## src/rtl/mem_port_arbiter.sv

```systemverilog
// rtl/mem_port_arbiter.sv - shares one memory port between instruction fetch and data access
//
// Ports:
//   CLK, RST                        clock, asynchronous active-low reset
//   if_req/if_addr                  fetch request (held until if_done)
//   if_done/if_rdata                fetch completion pulse and registered fetched word
//   d_req/d_addr/d_we/d_wdata/d_ctrl  data request (held until d_done)
//   d_done/d_rdata                  data completion pulse and registered load data
//   mem_en/mem_we/mem_addr/mem_wdata/mem_ctrl  shared memory port, driven only while BUSY
//   mem_rdata                       memory read data, valid in the last mem_en cycle
//   owner                           0 = fetch, 1 = data; owner of current/last transaction
//   busy                            high while a transaction is in flight (BUSY or RESP)
module mem_port_arbiter #(
    parameter int MEM_LAT    = 2,
    parameter int MAX_CONSEC = 4
) (
    input  logic        CLK,
    input  logic        RST,
    input  logic        if_req,
    input  logic [31:0] if_addr,
    output logic        if_done,
    output logic [31:0] if_rdata,
    input  logic        d_req,
    input  logic [31:0] d_addr,
    input  logic        d_we,
    input  logic [31:0] d_wdata,
    input  logic [2:0]  d_ctrl,
    output logic        d_done,
    output logic [31:0] d_rdata,
    output logic        mem_en,
    output logic        mem_we,
    output logic [31:0] mem_addr,
    output logic [31:0] mem_wdata,
    output logic [2:0]  mem_ctrl,
    input  logic [31:0] mem_rdata,
    output logic        owner,
    output logic        busy
);

    typedef enum logic [1:0] {
        IDLE = 2'd0,
        BUSY = 2'd1,
        RESP = 2'd2
    } state_t;

    localparam logic [3:0] LAT_LOAD  = 4'(MEM_LAT - 1);
    localparam logic [3:0] STARV_MAX = 4'(MAX_CONSEC);
    localparam logic [2:0] CTRL_WORD = 3'b010;

    state_t      state, state_nxt;
    logic [3:0]  wait_cnt;
    logic [3:0]  starv_cnt;
    logic        grant;
    logic        grant_data;
    logic        lat_we;
    logic [31:0] lat_addr;
    logic [31:0] lat_wdata;
    logic [2:0]  lat_ctrl;

    // Arbitration happens only in IDLE; fetch overrides data priority once
    // it has waited through MAX_CONSEC consecutive data grants.
    always_comb begin
        state_nxt  = state;
        grant      = 1'b0;
        grant_data = 1'b0;
        case (state)
            IDLE: begin
                if (d_req || if_req) begin
                    grant      = 1'b1;
                    grant_data = d_req && !(if_req && (starv_cnt == STARV_MAX));
                    state_nxt  = BUSY;
                end
            end
            BUSY: begin
                if (wait_cnt == 4'd0) begin
                    state_nxt = RESP;
                end
            end
            RESP: begin
                state_nxt = IDLE;
            end
            default: begin
                state_nxt = IDLE;
            end
        endcase
    end

    always_ff @(posedge CLK or negedge RST) begin
        if (!RST) begin
            state     <= IDLE;
            wait_cnt  <= '0;
            starv_cnt <= '0;
            owner     <= 1'b0;
            lat_we    <= 1'b0;
            lat_addr  <= '0;
            lat_wdata <= '0;
            lat_ctrl  <= '0;
            if_rdata  <= '0;
            d_rdata   <= '0;
        end else begin
            state <= state_nxt;
            if (grant) begin
                owner     <= grant_data;
                lat_we    <= grant_data ? d_we : 1'b0;
                lat_addr  <= grant_data ? d_addr : if_addr;
                lat_wdata <= grant_data ? d_wdata : 32'd0;
                lat_ctrl  <= grant_data ? d_ctrl : CTRL_WORD;
                wait_cnt  <= LAT_LOAD;
                // Only data grants that made a waiting fetch wait count toward starvation.
                if (grant_data && if_req) begin
                    if (starv_cnt != STARV_MAX) begin
                        starv_cnt <= starv_cnt + 4'd1;
                    end
                end else begin
                    starv_cnt <= '0;
                end
            end else if (state == BUSY) begin
                if (wait_cnt != 4'd0) begin
                    wait_cnt <= wait_cnt - 4'd1;
                end else if (!owner) begin
                    if_rdata <= mem_rdata;
                end else if (!lat_we) begin
                    d_rdata <= mem_rdata;
                end
            end
        end
    end

    // Port outputs are gated by state so the bus reads zero outside BUSY.
    assign mem_en    = (state == BUSY);
    assign mem_we    = mem_en && lat_we;
    assign mem_addr  = mem_en ? lat_addr : 32'd0;
    assign mem_wdata = mem_en ? lat_wdata : 32'd0;
    assign mem_ctrl  = mem_en ? lat_ctrl : 3'd0;
    assign if_done   = (state == RESP) && !owner;
    assign d_done    = (state == RESP) && owner;
    assign busy      = (state != IDLE);

endmodule

```

## config.mk

```make
export PLATFORM = sky130hd
export DESIGN_NAME = mem_port_arbiter
export DESIGN_NICKNAME = d
export VERILOG_FILES = /design/src/rtl/mem_port_arbiter.sv
export SDC_FILE = /design/constraint.sdc
export NUM_CORES = 1
export LEC_CHECK = 0
export CAP_MARGIN = 10
export CORE_MARGIN = 3
export CORE_UTILIZATION = 45
export DETAILED_ROUTE_END_ITERATION = 6
export PLACE_DENSITY = 0.87
export REMOVE_ABC_BUFFERS = 1
export SYNTH_ARGS = -nofsm -noshare
export SYNTH_HDL_FRONTEND = slang
export SYNTH_SLANG_ARGS = --single-unit
export TNS_END_PERCENT = 50
```

## constraint.sdc

```tcl
create_clock -name CLK -period 5.8 [get_ports CLK]
set_clock_uncertainty 0.15 [all_clocks]
set_input_delay 1.16 -clock CLK [delete_from_list [all_inputs] [get_ports CLK]]
set_output_delay 1.16 -clock CLK [all_outputs]
set_load 0.01 [all_outputs]
```

==> results_dict.tcl <==
set metrics [dict create \
    status "completed" \
    final_cell_area_um2 9540 \
    fin_util_pct 73.8 \
    grt_pass1_vias 5415 \
    core_um2 12900 \
    grt_max_degree 112 \
    clk_latency_ns 0.41 \
    finalHoldViolCount 0 \
    synth_edf_count 0 \
    drtIter0Drc 266 \
    start_util_pct 47.2 \
    nFillCells 841 \
    drv_cap 0 \
    wire_per_inst_um 19.1 \
    async_flop_share_pct 100 \
    io_pins 273 \
    cts.sink_count 143 \
    hold_path_class "reg2reg" \
    worst_pin_slew_ns 1.05 \
    syn_inst 526 \
    ys_seq_area_share_pct 58.6 \
    dp_hpwl_mm 13.1 \
    timing.final.crit_share_pct 72.4 \
    synthXorXnorAreaFrac_pct 0 \
    cts_setup_buffers 0 \
    layout-area-overhead-vs-synth_pct 56.3 \
    cts_resized 0 \
    power.density_nw_per_um2 581 \
    fin_crit_ns 4.20 \
    dr.pass1.iters 5 \
    drtAntennaViolNets 0 \
    synthFlopType "dfrtp_1" \
    cts_hold_buffers 0 \
    syn_area_um2 6100 \
    max_freq_ghz 0.238 \
    synth-simple-area-share_pct 13.9 \
    endpoint_kind "output pin" \
    htree_levels 4 \
    root_buffer "clkbuf_16" \
    wirelength_mm 18.6 \
    place_area_um2 8940 \
    rsz0062_at_grt "false" \
    die_h_um 122 \
    synth_compound_area_share_pct 11.6 \
    yosys.area_share.adder_pct 0.820 \
    power.leakage_uw 0.00405 \
    antenna_found_initial 0 \
    drive_gt1_share_pct 13.6 \
    synth_top_family_by_area "simple AND/OR/NAND/NOR gates" \
    synth.top_cell.area_share_pct 58.6 \
    worstPathRequired_ns 4.49 \
    globalplace.congestion 0.831 \
    critPathKind "reg2out" \
    slew_headroom_pct 30.0 \
    setup_tns_ns 0 \
    cts_made_buffers 17 \
    grt_usage_pct 24.9 \
    dp_cells 941 \
    ys_top_cells_by_area "dfrtp_1 59%, mux2_2 12%, and2_1 7.0%" \
    tritoncts "yes" \
    viasPerCell 5.24 \
    synthMuxAreaShare_pct 12.0 \
    portBuffers 272 \
    arrival_ns 2.89 \
    reg2reg_depth 6 \
    die-area_um2 15000 \
    drc 0 \
    clk_pin_slew_ns 0.06 \
    ir_drop_v 0.000353 \
    power_uw 5540 \
    crit_path_start_kind "register" \
    cts_buffer_depth 2 \
    syn-mean-instance-area_um2 11.6 \
    num_rows 41 \
    vias 5101 \
    gr-total-overflow 0 \
    holdPathStages 1 \
    slew_violations 0 \
    synth_largest_area_cell "dfrtp_1" \
    n_antenna_cell 0 \
    cp_max_fo 41 \
    setup_viol 0 \
    grt_pass1_wl_mm 28.5 \
    final_cells 973 \
    synth_seq_cells 143 \
    synth_cell_types 32 \
    finalNetCount 928 \
    die_w_um 122 \
    yosysWarnings 0 \
]
-- synth_stat cells (5+ instances only) --
| master | count |
|---|---|
| a21oi_1 | 65 |
| a22o_1 | 35 |
| and2_1 | 68 |
| buf_2 | 5 |
| clkbuf_1 | 28 |
| dfrtp_1 | 143 |
| inv_1 | 6 |
| mux2_2 | 63 |
| nand2_1 | 40 |
| nand3_1 | 6 |
| nor2_1 | 33 |
| o21ai_0 | 6 |
-- sequential cells by signal (all words and copies together), names as in the netlist --
name and count:
lat_addr 32, owner 1, lat_ctrl 3, if_rdata 32, lat_wdata 32, starv_cnt 4, wait_cnt 4, lat_we 1
d_rdata 32, state 2
-- cell families after synthesis --
family | Yosys count
adders and majority gates | 4
AOI/OAI and AO/OA | 112
DFF | 143
buffers and inverters | 42
and+or+nand+nor | 160
muxes | 65
-- where the power goes --
group | internal [uW] | leakage (uW) | switching [uW]
registers | 1480 | 0.00170 | 274
logic | 1500 | 0.00206 | 1200
clock network | 669 | 0.000289 | 423
-- metrics by stage --
stage | setup WS, ns | hold slack (ns)
floorplan | 1.17 | 0.303
global placement | 2.17 | 0.318
detailed placement | 2.00 | 0.332
CTS | 1.55 | 0.346
global route | 1.40 | 0.358
finish | 1.60 | 0.341
-- final cells by class --
cell class              count  area [um^2]  share of cell area [%]
clock inverters            12          133                    1.39
multi-input cells         341         2350                    24.6
well taps                 172          215                    2.25
clock buffers              20          467                    4.89
inverters                   6         22.5                   0.236
repair buffers            279         2780                    29.1
flip-flops and latches    143         3580                    37.5
-- metal layers --
| layer | vias up | share of wire [%] | track usage (%) |
|---|---|---|---|
| li1 | 2336 | - | - |
| met1 | 2506 | 37 | 27.6 |
| met2 | 231 | 49 | 41.9 |
| met3 | 28 | 12 | 12.1 |
| met4 | 0 | 2.0 | 8.75 |
| met5 | - | 0 | 0 |
-- final timing paths --
path                              from             to  slack [ns]
hold / removal             if_rdata[0]    if_rdata[0]        0.34
setup / recovery              state[1]  mem_wdata[26]        1.60
min in group asynchronous          RST    if_rdata[5]        0.72
max in group asynchronous          RST   lat_addr[17]        3.73
hold reg to reg            if_rdata[0]    if_rdata[0]        0.34
setup reg to reg           wait_cnt[0]     d_rdata[4]        3.12
-- placed cells by master (no fill, tap or decap), drive strengths merged, types with 2 or more instances in the layout --
cell type / netlist / final
dfrtp: 143 / 143
nand3: 6 / 6
nor2b: 2 / 2
mux2: 65 / 65
nor2: 34 / 34
inv: 6 / 8
bufinv: 0 / 2
ha: 4 / 4
clkdlybuf4s50: 0 / 271
nand4b: 2 / 2
o21ai: 7 / 7
buf: 8 / 8
a22o: 35 / 35
clkinv: 0 / 5
clkinvlp: 0 / 3
and2: 68 / 68
nand2: 40 / 40
a21oi: 65 / 65
clkbuf: 28 / 20
-- worst max-delay path, cell delays in order, from the launching register on --
cell	delay, ns
dfrtp_1	0.40
nand2b_1	0.26
inv_1	0.61
buf_4	0.44
and2_1	0.19
clkdlybuf4s50_1	0.55
(Power assumes the default switching activity.)
